File: src/rtl/noc_pkg.sv
// Shared NoC router definitions: default packet geometry, direction codes and
// the dimension-ordered (XY) route computation used by every input port.
package noc_pkg;

  localparam int DEFAULT_PACKET_W = 55;
  localparam int DEFAULT_DATA_W   = 25;
  localparam int DIR_W            = 3;
  localparam int DEFAULT_DIR_LSB  = DEFAULT_DATA_W;
  localparam int ROUTE_W          = 8;

  localparam logic [DIR_W-1:0] DIR_NONE  = 3'b000;
  localparam logic [DIR_W-1:0] DIR_LOCAL = 3'b001;
  localparam logic [DIR_W-1:0] DIR_NORTH = 3'b010;
  localparam logic [DIR_W-1:0] DIR_EAST  = 3'b011;
  localparam logic [DIR_W-1:0] DIR_SOUTH = 3'b100;
  localparam logic [DIR_W-1:0] DIR_WEST  = 3'b101;

  // X is resolved completely before Y, which keeps XY routing deadlock-free.
  function automatic logic [DIR_W-1:0] xy_route(
    input logic [ROUTE_W-1:0] dest_x,
    input logic [ROUTE_W-1:0] dest_y,
    input logic [ROUTE_W-1:0] cur_x,
    input logic [ROUTE_W-1:0] cur_y
  );
    if (dest_x > cur_x)      return DIR_EAST;
    else if (dest_x < cur_x) return DIR_WEST;
    else if (dest_y > cur_y) return DIR_SOUTH;
    else if (dest_y < cur_y) return DIR_NORTH;
    else                     return DIR_LOCAL;
  endfunction

endpackage

File: src/rtl/noc_sync_fifo.sv
// Single-clock packet FIFO shared by the router ports; full/empty are
// registered from the next-state occupancy so they never lag a push or pop.
module noc_sync_fifo
  import noc_pkg::*;
#(
  parameter int WIDTH = DEFAULT_PACKET_W,
  parameter int DEPTH = 4
) (
  input  logic                     clk,
  input  logic                     reset,
  input  logic                     push,
  input  logic                     pop,
  input  logic [WIDTH-1:0]         din,
  output logic [WIDTH-1:0]         dout,
  output logic                     full,
  output logic                     empty,
  output logic [$clog2(DEPTH):0]   count
);

  localparam int AW = $clog2(DEPTH);
  localparam int CW = AW + 1;

  logic [WIDTH-1:0] mem [DEPTH];
  logic [AW-1:0]    wr_ptr;
  logic [AW-1:0]    rd_ptr;
  logic             push_ok;
  logic             pop_ok;
  logic [CW-1:0]    count_next;

  assign push_ok = push && !full;
  assign pop_ok  = pop && !empty;

  always_comb begin
    count_next = count;
    if (push_ok && !pop_ok)      count_next = count + CW'(1);
    else if (pop_ok && !push_ok) count_next = count - CW'(1);
  end

  // DEPTH is a power of two, so the pointers wrap by natural overflow.
  always_ff @(posedge clk) begin
    if (reset) begin
      wr_ptr <= '0;
      rd_ptr <= '0;
      count  <= '0;
      full   <= 1'b0;
      empty  <= 1'b1;
    end else begin
      if (push_ok) wr_ptr <= wr_ptr + AW'(1);
      if (pop_ok)  rd_ptr <= rd_ptr + AW'(1);
      count <= count_next;
      full  <= (count_next == CW'(DEPTH));
      empty <= (count_next == '0);
    end
  end

  always_ff @(posedge clk) begin
    if (push_ok) mem[wr_ptr] <= din;
  end

  assign dout = mem[rd_ptr];

endmodule

File: src/rtl/noc_input_port_controller.sv
// Router input port: answers the upstream req/gnt handshake, stamps each
// accepted packet with its XY output direction and queues it for the arbiters.
module noc_input_port_controller
  import noc_pkg::*;
#(
  parameter int PACKET_W = DEFAULT_PACKET_W,
  parameter int DATA_W   = DEFAULT_DATA_W,
  parameter int DEPTH    = 4,
  parameter int X_W      = 2,
  parameter int Y_W      = 2,
  parameter int CUR_X    = 0,
  parameter int CUR_Y    = 0
) (
  input  logic                clk,
  input  logic                reset,
  input  logic                reqUpStr,
  input  logic [PACKET_W-1:0] PacketIn,
  output logic                gntUpStr,
  output logic                full,
  input  logic                headAck,
  output logic [PACKET_W-1:0] PacketOut,
  output logic                empty
);

  localparam int CNT_W = $clog2(DEPTH) + 1;

  localparam logic [0:0] ST_IDLE  = 1'b0;
  localparam logic [0:0] ST_GRANT = 1'b1;

  logic [0:0]          state;
  logic [CNT_W-1:0]    count;
  logic                push;
  logic                pop;
  logic [ROUTE_W-1:0]  dest_x;
  logic [ROUTE_W-1:0]  dest_y;
  logic [DIR_W-1:0]    dir;
  logic [PACKET_W-1:0] stamped;
  logic [PACKET_W-1:0] head;

  assign dest_x = ROUTE_W'(PacketIn[DATA_W+3 +: X_W]);
  assign dest_y = ROUTE_W'(PacketIn[DATA_W+3+X_W +: Y_W]);
  assign dir    = xy_route(dest_x, dest_y, ROUTE_W'(CUR_X), ROUTE_W'(CUR_Y));

  always_comb begin
    stamped                   = PacketIn;
    stamped[DATA_W +: DIR_W] = dir;
  end

  // Decision uses the registered count, so a pop in the same edge cannot free a slot.
  assign push = (state == ST_IDLE) && reqUpStr && (count < CNT_W'(DEPTH));
  assign pop  = headAck && !empty;

  // GRANT swallows the cycle in which upstream is still lowering its request.
  always_ff @(posedge clk) begin
    if (reset) begin
      state    <= ST_IDLE;
      gntUpStr <= 1'b0;
    end else begin
      case (state)
        ST_IDLE: begin
          if (push) begin
            gntUpStr <= 1'b1;
            state    <= ST_GRANT;
          end else begin
            gntUpStr <= 1'b0;
          end
        end
        default: begin
          gntUpStr <= 1'b0;
          state    <= ST_IDLE;
        end
      endcase
    end
  end

  noc_sync_fifo #(
    .WIDTH (PACKET_W),
    .DEPTH (DEPTH)
  ) u_fifo (
    .clk   (clk),
    .reset (reset),
    .push  (push),
    .pop   (pop),
    .din   (stamped),
    .dout  (head),
    .full  (full),
    .empty (empty),
    .count (count)
  );

  // Output controllers OR every port together, so an empty port must drive zero.
  assign PacketOut = empty ? '0 : head;

endmodule
File: config.mk
export PLATFORM = sky130hd
export DESIGN_NAME = noc_input_port_controller
export DESIGN_NICKNAME = d
export VERILOG_FILES = /design/src/rtl/noc_pkg.sv /design/src/rtl/noc_sync_fifo.sv /design/src/rtl/noc_input_port_controller.sv
export SDC_FILE = /design/constraint.sdc
export NUM_CORES = 1
export LEC_CHECK = 0
export CAP_MARGIN = 30
export CORE_MARGIN = 3
export CORE_UTILIZATION = 53
export CTS_CLUSTER_SIZE = 24
export DETAILED_ROUTE_END_ITERATION = 8
export HOLD_SLACK_MARGIN = 0.1
export PLACE_DENSITY_LB_ADDON = 0.08
export SLEW_MARGIN = 20
export SYNTH_ARGS = -nofsm -noshare
export SYNTH_HDL_FRONTEND = slang
export SYNTH_SLANG_ARGS = --single-unit
File: constraint.sdc
create_clock -name clk -period 8.5 [get_ports clk]
set_input_delay 1.7 -clock clk [delete_from_list [all_inputs] [get_ports clk]]
set_output_delay 1.7 -clock clk [all_outputs]
set_load 0.02 [all_outputs]
# Word level (Yosys, flattened, before mapping)
# Memory sizes are Yosys's and may differ from the RTL's. A register that Yosys moved wholly into a read port is not among the register bits.
# Cells that the tools add are included.
[word_totals] ff_bits=10 ramBits=220 inputBits=59 output_inout_bits=58 elab_cells=43 n_memories=1
[memory_table] memory="u_fifo.mem" depth=4 width=55 read_ports=1 rd_ports_with_merged_regs=1 wr=1 line_no="noc_sync_fifo.sv:23" rtl="logic [WIDTH-1:0] mem [DEPTH];"
[classes] addsub=4 order_cmp=5 n_eq_ne=1 muxes=12 bitwise=1 n_reduce_logical=13
[op_table] operator="2-to-1 mux 55 bit" count=1
[op_table] operator="2-to-1 mux 3 bit" count=5
[op_table] operator="logical AND 1 bit" count=7
[op_table] operator="2-to-1 mux 2 bit" count=3
[op_table] operator="adder 2 x 1 -> 2 bit (second input constant)" count=2
[op_table] operator="greater-than comparator 2 x 1 -> 1 bit (second input constant)" count=2
[op_table] operator="logical NOT 1 bit" count=4
[op_table] operator="< comparator 2 x 1 -> 1 bit (second input constant)" count=2
[op_table] operator="adder 3 x 1 -> 3 bit (second input constant)" count=1
[op_table] operator="equality test 3 bit (second input constant)" count=1
[op_table] operator="logical NOT 3 bit" count=1
[op_table] operator="< comparator 3 bit (second input constant)" count=1
[op_table] operator="2-to-1 mux 1 bit" count=3
[op_table] operator="subtractor 3 x 1 -> 3 bit (second input constant)" count=1
[op_table] operator="OR reduction 2 bit" count=1
[op_table] operator="inverter 1 bit" count=1

# Longest topological paths before layout
# Gate-level depths: netlist of run 1.
[depth] depth_word=9 mapped_depth=6 ltp_nobuf=6

# Hierarchy
# Synthesis of run 1 repeated with hierarchy kept, for this count alone.
[hier_totals] cells_unflattened=426 area_unflattened_um2=9075.0
[modules_own_cells] mod="noc_sync_fifo" n_inst=1 cells_each=357 area_per_inst_um2=8610.8
[modules_own_cells] mod="noc_input_port_controller" n_inst=1 cells_each=69 area_per_inst_um2=464.2

# Worst setup path after synthesis of run 1
# Ideal clock, no wire load.
[synth_path] kind="input port to flip-flop" startpoint="input port reqUpStr" endpoint="memory u_fifo.mem[0][0] in the netlist's numbering (enable)" setup_ns=0.419 arrival_time_ns=3.553 t_required_ns=8.081 path_slack_ns=4.529 cell_stages=3 path_cell_list="nor4b_4 -> buf_2 -> and2_1"
[synth_between] elab_chain_len=5
[synth_lines] element="start: declaration" line_no="noc_input_port_controller.sv:16" rtl="input logic reqUpStr,"
[synth_lines] element="logical AND 1 bit (2 in series)" line_no="noc_input_port_controller.sv:50" rtl="assign push = (state == ST_IDLE) && reqUpStr && (count < CNT_W'(DEPTH));"
[synth_lines] element="logical AND 1 bit" line_no="noc_sync_fifo.sv:30" rtl="assign push_ok = push && !full;"
[synth_lines] element="2-to-1 mux 1 bit" line_no="noc_sync_fifo.sv:57" rtl="if (push_ok) mem[wr_ptr] <= din;"
[synth_lines] element="2-to-1 mux 1 bit (implied by the code)" line_no="noc_sync_fifo.sv:57"
[synth_lines] element="end: declaration" line_no="noc_sync_fifo.sv:23"
# Every way passes these cells.

==> results.yml, run 1 <==
status:
  status: "completed"
routing:
  avgRoutedWirePerCell_microns: 20.5
  drc_errors: 0
  route.vias.total: 4256
  antenna_left: 0
  drtIter0Drc: 204
  dr.pass1.iters: 4
  viasPerCell: 5.48
  wirelength_microns: 15900
cts:
  tritoncts: "done"
  cts_resized: 0
  cts.sinks: 232
  post_cts_buffers: 0
  clock_path_buffers: 3
  hold_buffers: 0
  clkTransAtPathRegs_ps: 60
  cts_made_buffers: 24
  worstSkewPairLatency_ps: 500
  htreeDepth: 1
  cts_root_buffer: "clkbuf_16"
critical_path:
  worstPathMaxFanout: 39
  cp_slowest_stage_delay_ps: 710
  cp-start-kind: "flop"
  cp.arrival_ps: 3120
  path_cells: "buf_4 -> mux4_2 -> nor2b_1 -> clkdlybuf4s50_1"
  critPathKind: "flop to output pin"
  endpoint_kind: "output pin"
  crit_required_ps: 6800
  critPathSlowestCell: "buf_4"
floorplan:
  die_w_microns: 136
  die_h_microns: 136
  die_area_sq_mm: 0.0184
  initial_utilization_pct: 55.0
  ioPinCount: 117
  core_sq_mm: 0.0162
  rows: 46
grt:
  grt_usage_pct: 18.1
  antenna_found_initial: 0
  grt_pass1_vias: 4698
  grt_max_degree: 56
  grt_overflow: 0
  grt_pass1_wl_microns: 25300
synth:
  synthAdderAreaFrac_pct: 0.844
  yosys-top-cells-area: "edfxtp_1 74%, mux4_2 14%, nor2b_1 3.9%"
  muxShareOfSynthArea_pct: 13.9
  yosys-top-cells-count: "220 x edfxtp_1, 56 x nor2b_1, 55 x mux4_2, 12 x dfxtp_1, 12 x nor2_1"
  synth_flop_cell: "edfxtp_1"
  yosysUniqueCellTypes: 30
  synth_edf_count: 220
  synth_top_area_share_pct: 74.3
  yosys.area_share.simple_pct: 5.63
  synth_compound_area_share_pct: 0.633
  synth_top_family_by_area: "multiplexers"
  synth_most_common_cell: "edfxtp_1"
  synth_seq_area_share_pct: 77.0
  syn_nets: 482
  synth_largest_area_cell: "edfxtp_1"
  ys_warn_count: 0
  synth_seq_cells: 232
  avgSynthCellArea_sq_um: 21.3
  synth-xor-area-share_pct: 0.492
  syn_inst: 417
  syn_area_sq_mm: 0.00889
  synthArstFlopShare_pct: 0
timing:
  rsz0062_at_grt: "false"
  finalClockSkew_ps: 10.9
  hold_violations: 0
  clock.fmax_mhz: 207
  relSlewSlack_pct: 43.9
  worst_slew_pin_slew_ps: 841
  fin_crit_ps: 4820
  tns_ps: 0
  min_period_over_period_pct: 56.7
  setup_viol: 0
  slew_viol_final: 0
place:
  dpl.hpwl_microns: 8950
  dp.cells: 732
  numPortBuffers: 113
  place_congestion: 0.720
cells_and_area:
  regArea_sq_mm: 0.00685
  diodes: 0
  final_cells: 776
  filler_cell_count: 1052
  drive_gt1_share_pct: 18.6
  multiInputGateArea_sq_mm: 0.00192
  layout.nets: 607
  area_growth_pct: 24.2
pwr:
  clkPwrFrac_pct: 31.3
  power.leakage_nw: 3.50
  peakVddDrop_uv: 168
  net-switching-power_uw: 858
  swShare_pct: 26.3
  seq_power_share_pct: 44.4
  comb_power_share_pct: 24.3
  p_int_mw: 2.41
  power_density_mw_per_mm2: 296
job:
  drv_cap: 0
hold_path:
  hold_path_class: "flop to flop"
[state kept, by name, summed over array words and instances (netlist names), named ones only]
signal and flops:
u_fifo.mem 220, state 1, u_fifo.wr_ptr 2, u_fifo.empty 1
u_fifo.count 3, u_fifo.rd_ptr 2, u_fifo.full 1
[final cells by class]
| class | count | share of cell area, % |
|---|---|---|
| well taps | 216 | 2.45 |
| flip-flops and latches | 232 | 62.1 |
| inverters | 8 | 0.272 |
| clock buffers | 36 | 6.31 |
| clock inverters | 8 | 0.805 |
| repair buffers | 120 | 10.7 |
| multi-input cells | 156 | 17.4 |
[logic make-up (layout without fill, tap and decap cells)]
logic type | Yosys count | count (layout)
adder cells (fa/ha/maj) | 6 | 6
AND/OR/NAND/NOR | 82 | 82
XOR/XNOR | 5 | 5
buffers and inverters | 29 | 172
flip-flops | 232 | 232
multiplexers | 55 | 55
AO/OA/AOI/OAI | 8 | 8
[through the flow]
stage | worst slack [ps] | utilization (%) | hold slack (ps) | power, mW | area [sq um]
CTS | 3560 | 68.3 | 519 | 3.31 | 11000
global placement | 4020 | 63.4 | 498 | 2.27 | 10300
global route | 3430 | 68.3 | 535 | 3.40 | 11000
finish | 3680 | 68.3 | 514 | 3.26 | 11000
detailed placement | 3960 | 63.4 | 500 | 2.28 | 10300
floorplan | 4530 | - | 489 | 1.95 | 8890
[path summary, 6_finish.rpt]
kind / endpoint / start / slack (ps) / depth (start not counted)
worst max-delay path: PacketOut[14] / flop / 3680 / 4
worst min-delay path: state / state / 510 / 1
worst max register to register: u_fifo.mem[2][2] / state / 5800 / 3
worst min register to register: state / state / 510 / 1
[power by group through the flow]
stage                     clock [mW]  sequential [mW]  combinational, mW
after floorplan                    0             1.44              0.511
after global placement             0             1.47              0.800
after detailed placement           0             1.48              0.805
after CTS                       1.05             1.45              0.809
after global routing            1.09             1.46              0.851
final                           1.02             1.45              0.793
[cells in the final DEF (no fill, tap or decap), types with 2 or more instances in the layout]
cell	count
a211oi_1	2
a21oi_1	2
and2_2	4
buf_4	7
bufinv_16	2
clkbuf_1	8
clkbuf_16	25
clkbuf_8	3
clkdlybuf4s50_1	113
clkinv_1	4
dfxtp_1	9
dfxtp_2	2
edfxtp_1	220
ha_1	6
inv_1	8
mux4_2	55
nand2_1	2
nor2_1	12
nor2b_1	56
xnor2_1	4
[layer usage]
layer  track usage, %  share of wire (%)
met1             24.0                 43
met2             30.7                 50
met3             3.31                5.4
met4             5.99                1.9
met5                0                  0
[worst max-delay path: cells and delay by family, from the launching register on]
kind | cells | cell delay, ps
simple gates | 1 | 150
flops | 1 | 570
mux | 1 | 600
buf+inv | 2 | 1270
No activity file was read; power rests on OpenSTA's default activity.
==> run 2, diff against run 1 <==
--- a/config.mk
+++ b/config.mk
@@ -7,7 +7,7 @@
 export LEC_CHECK = 0
 export CAP_MARGIN = 30
 export CORE_MARGIN = 3
-export CORE_UTILIZATION = 53
+export CORE_UTILIZATION = 49
 export CTS_CLUSTER_SIZE = 24
 export DETAILED_ROUTE_END_ITERATION = 8
 export HOLD_SLACK_MARGIN = 0.1
==> constraint.sdc (replaced) <==
create_clock -name clk -period 4.3 [get_ports clk]
set_input_delay 0.86 -clock clk [delete_from_list [all_inputs] [get_ports clk]]
set_output_delay 0.86 -clock clk [all_outputs]
set_load 0.02 [all_outputs]
==> run 2 against run 1 <==
  * Sequential share of layout area shrank 0.59 points
  * Register-to-register slack lost 3600 ps
  * Combinational power grew 99%
  * Critical path type unchanged
==> results.yml, run 2 (same netlist as run 1, synthesis figures left out) <==
status:
  status: "completed"
cells_and_area:
  layout.nets: 612
  largest_register: "u_fifo.mem"
  drive_gt1_share_pct: 19.8
  filler_cell_count: 1211
  largest_reg_flops: 220
  layout_commonest_cell: "edfxtp_1"
  area_growth_pct: 25.4
  diodes: 0
  layout_common_cells: "220 x edfxtp_1, 113 x clkdlybuf4s50_1, 56 x nor2b_1"
  top_regs: "u_fifo.mem x220, u_fifo.count x3"
cts:
  worstSkewPairLatency_ps: 500
  cts_made_buffers: 24
  cts_root_buffer: "clkbuf_16"
  hold_buffers: 0
  cts_resized: 0
  cts.sinks: 232
  htreeDepth: 1
  tritoncts: "done"
  post_cts_buffers: 0
  clock_path_buffers: 3
  clkTransAtPathRegs_ps: 60
place:
  place_congestion: 0.687
  numPortBuffers: 113
  dpl.hpwl_microns: 9430
  pre_cts_slack_ps: 1110
timing:
  setup_viol: 0
  tns_ps: 0
  slew_viol_final: 0
  hold_violations: 0
  clock.fmax_mhz: 274
  worst_slew_pin_slew_ps: 814
  finalClockSkew_ps: 5.71
  relSlewSlack_pct: 45.7
  fin_crit_ps: 3640
  rsz0062_at_grt: "false"
  min_period_over_period_pct: 84.7
  setup_slack_ps: 656
critical_path:
  critPathKind: "flop to output pin"
  worstPathMaxFanout: 23
  cp-start-kind: "flop"
  critPathSlowestCell: "dfxtp_4"
  cp.arrival_ps: 2780
  cp_slowest_stage_delay_ps: 660
  endpoint_kind: "output pin"
  path_cells: "buf_4 -> mux4_2 -> nor2b_1 -> clkdlybuf4s50_1"
  crit_required_ps: 3440
floorplan:
  core_sq_mm: 0.0175
  ioPinCount: 117
  die_w_microns: 141
  initial_utilization_pct: 50.7
  die_area_sq_mm: 0.0198
  die_h_microns: 141
  rows: 48
grt:
  grt_pass1_vias: 4594
  antenna_found_initial: 0
  grt_usage_pct: 16.6
  grt_max_degree: 49
  grt_pass1_wl_microns: 25500
  grt_overflow: 0
routing:
  viasPerCell: 5.39
  avgRoutedWirePerCell_microns: 20.3
  drc_errors: 0
  route.vias.total: 4257
  drtIter0Drc: 231
  dr.pass1.iters: 5
  antenna_left: 0
  wirelength_microns: 16100
job:
  drv_cap: 0
pwr:
  peakVddDrop_uv: 468
  power.leakage_nw: 3.54
  power_density_mw_per_mm2: 582
hold_path:
  hold_path_class: "flop to flop"
==> run 2: changes by cell type in the layout (fill, tap and decap cells not counted), sizes merged <==
cell,before,now
clkbuf,36,31
clkinvlp,0,2
buf,7,12
clkinv,5,8
==> run 2: per-layer routing <==
metal / routed length, microns / vias to the layer above / track usage [%]
met5: 0 / - / 0
met4: 238 / 0 / 4.39
met1: 7000 / 2180 / 23.5
met2: 7940 / 120 / 27.2
li1: - / 1932 / -
met3: 901 / 25 / 2.92
==> run 2: worst max-delay path: cells and delay by family (launching register included) <==
| kind | cells | cell delay [ps] |
|---|---|---|
| muxes | 1 | 520 |
| DFF | 1 | 660 |
| and+or+nand+nor | 1 | 160 |
| buffers and inverters | 2 | 930 |
==> run 2: where the power goes <==
group / total [mW] / internal (mW) / switching [mW]
Sequential: 2.90 / 2.74 / 0.161
Combinational: 1.58 / 0.817 / 0.766
Clock: 2.00 / 1.20 / 0.804
==> run 2: path summary, 6_finish.rpt <==
path,slack [ps],depth (start not counted),startpoint,end
setup reg to reg,2250,4,u_fifo.empty,u_fifo.empty
setup / recovery,660,4,flop,PacketOut[44]
hold / removal,510,1,state,state
hold reg to reg,510,1,state,state
==> run 2: layout make-up <==
type                            instances  area [sq um]  area share [%]
Sequential cell                       232          6850            61.5
Clock inverter                         13           119            1.07
Tap cell                              225           282            2.53
Multi-Input combinational cell        156          1920            17.2
Inverter                                8          30.0           0.269
Timing Repair Buffer                  125          1280            11.5
Clock buffer                           31           658            5.90
==> run 2: stage by stage <==
stage          util (%)  power, mW  hold WS, ps  instance area, sq um  instances
2_1_floorplan         -       3.85          489                  8890        417
3_3_place_gp       59.1       4.53          497                 10400        746
3_5_place_dp       59.1       4.56          504                 10400        746
4_1_cts            63.6       6.58          513                 11100        790
5_1_grt            63.6       6.77          538                 11100        790
6_report           63.6       6.48          514                 11100        790
==> run 3, diff against run 2 <==
--- a/config.mk
+++ b/config.mk
@@ -7,7 +7,7 @@
 export LEC_CHECK = 0
 export CAP_MARGIN = 30
 export CORE_MARGIN = 3
-export CORE_UTILIZATION = 49
+export CORE_UTILIZATION = 53
 export CTS_CLUSTER_SIZE = 24
 export DETAILED_ROUTE_END_ITERATION = 8
 export HOLD_SLACK_MARGIN = 0.1
==> constraint.sdc (replaced) <==
create_clock -name clk -period 3.73 [get_ports clk]
set_input_delay 0.746 -clock clk [delete_from_list [all_inputs] [get_ports clk]]
set_output_delay 0.746 -clock clk [all_outputs]
set_load 0.02 [all_outputs]
==> run 3 against run 2 <==
  * Sequential power grew 14%
  * Routed wire length grew 0.53%
  * Die area down 7.2%
  * Non-clock buffer count grew 1
  * Sequential cell count stayed put
  * Final cell count decreased by 1.9%
  * Total power increased by 11%
  * Utilization is 4.7 points higher
  * Hold slack improved by 3.2 ps
  * Largest cell class unchanged
  * Largest power group unchanged
  * Highest routed layer is now met5
==> results.yml, run 3 (same netlist as run 1, synthesis figures left out) <==
critical_path:
  path_cells: "buf_4 -> mux4_2 -> nor2b_1 -> clkdlybuf4s50_1"
  cp.arrival_ps: 2700
  critPathKind: "flop to output pin"
  critPathTopFamily: "buffers and inverters"
  regToRegSetupSlack_ps: 1460
  crit_required_ps: 2980
  cp-start-kind: "flop"
  r2r_start: "u_fifo.empty"
  endpoint_kind: "output pin"
  rr_endpoint: "u_fifo.empty"
  worstPathMaxFanout: 18
  reg2reg_depth: 5
  critPathBufInv: 2
  cp_slowest_stage_delay_ps: 580
  critPathSlowestCell: "dfxtp_4"
cts:
  htreeDepth: 1
  tritoncts: "done"
  cts.sinks: 232
  clkTransAtPathRegs_ps: 60
  post_cts_buffers: 0
  hold_buffers: 0
  worstSkewPairLatency_ps: 490
  cts_made_buffers: 23
  cts_root_buffer: "clkbuf_16"
  cts_resized: 0
  clock_path_buffers: 3
timing:
  relSlewSlack_pct: 49.7
  rsz0062_at_grt: "false"
  setup_slack_ps: 288
  fin_crit_ps: 3440
  finalClockSkew_ps: 3.49
  hold_violations: 0
  slew_viol_final: 0
  tns_ps: 0
  worst_slew_pin_slew_ps: 752
  holdWs_ps: 517
  setup_viol: 0
  clock.fmax_mhz: 290
  min_period_over_period_pct: 92.3
job:
  drv_cap: 0
cells_and_area:
  filler_cell_count: 1051
  fin_area_sq_mm: 0.0110
  largest_register: "u_fifo.mem"
  drive_gt1_share_pct: 18.8
  layout_commonest_cell: "edfxtp_1"
  layout.nets: 612
  final_cells: 775
  layout_common_cells: "220 x edfxtp_1, 113 x clkdlybuf4s50_1, 56 x nor2b_1"
  top_regs: "u_fifo.mem x220, u_fifo.count x3"
  area_growth_pct: 24.2
  diodes: 0
  multiInputGateArea_sq_mm: 0.00192
  regArea_sq_mm: 0.00685
  largest_reg_flops: 220
routing:
  drtIter0Drc: 226
  dr.pass1.iters: 4
  drc_errors: 0
  wirelength_microns: 16200
  antenna_left: 0
  avgRoutedWirePerCell_microns: 20.9
  route.vias.total: 4256
  viasPerCell: 5.49
grt:
  antenna_found_initial: 1
  grt_usage_pct: 18.2
  grt_overflow: 0
  grt_max_degree: 43
  grt_pass1_vias: 4594
  grt_pass1_wl_microns: 25400
place:
  place_congestion: 0.749
  dp.cells: 738
  placed_cell_area_sq_mm: 0.0104
  dpl.hpwl_microns: 9340
  numPortBuffers: 113
  pre_cts_slack_ps: 756
floorplan:
  rows: 46
  die_area_sq_mm: 0.0184
  die_h_microns: 136
  die_w_microns: 136
  ioPinCount: 117
  initial_utilization_pct: 55.0
  core_sq_mm: 0.0162
hold_path:
  hold_start: "u_fifo.rd_ptr[1]"
  hold_path_class: "flop to flop"
  whs_path_depth: 2
pwr:
  power_density_mw_per_mm2: 652
  power.leakage_nw: 3.50
  peakVddDrop_uv: 475
status:
  status: "completed"
==> run 3: cell count changes in the layout (fill, tap and decap cells not counted) <==
cell        previous run  this run
clkinv_2               4         3
inv_6                  1         0
and2_4                 2         0
clkbuf_16             25        23
and2_2                 2         4
buf_12                 5         7
clkinvlp_4             2         0
buf_4                  7         6
clkbuf_8               1         0
clkinv_1               4         5
bufinv_16              2         1
==> run 3: worst max path at each step <==
stage	from	endpoint	slack, ps	cells after the start
after floorplan	reqUpStr	u_fifo.mem[0][0]	710	3
after global placement	flop	PacketOut[14]	740	4
after detailed placement	flop	PacketOut[36]	760	4
after CTS	flop	PacketOut[14]	210	4
after global routing	flop	PacketOut[14]	110	4
final	flop	PacketOut[14]	290	4
==> run 3: routing by layer <==
layer  up-vias  routed length [microns]  share of wire (%)  GRT usage (%)
li1       1930                        -                  -              -
met1      2166                     6720                 42           25.5
met2       129                     8110                 50           29.9
met3        29                     1050                6.5           3.75
met4         2                      270                1.7           4.65
met5         -                       13              0.080              0
==> run 3: per-stage QoR <==
step | power, mW | utilization, %
5_1_grt | 7.53 | 68.3
6_report | 7.20 | 68.3
3_3_place_gp | 5.23 | 64.2
2_1_floorplan | 4.44 | -
4_1_cts | 7.30 | 68.3
3_5_place_dp | 5.26 | 64.2
==> run 3: final cells by class <==
| type | count | share of cell area (%) |
|---|---|---|
| clock buffer | 28 | 5.38 |
| clock inverter | 9 | 0.578 |
| inverter | 8 | 0.272 |
| multi-input combinational | 156 | 17.4 |
| sequential | 232 | 62.0 |
| tap | 216 | 2.45 |
| timing repair buffer | 126 | 11.9 |
==> run 3: worst register-to-register path, cell delays in order, from the launching register on <==
cell and delay, ps:
dfxtp_2 750, buf_12 310, nand2b_1 430, xor2_1 190
a211oi_1 340, a21oi_1 130
==> run 3: power by group <==
part	internal (mW)	leakage [nW]	switching (mW)
Clock	1.19	0.323	0.845
Sequential	3.15	2.11	0.158
Combinational	0.950	1.07	0.911
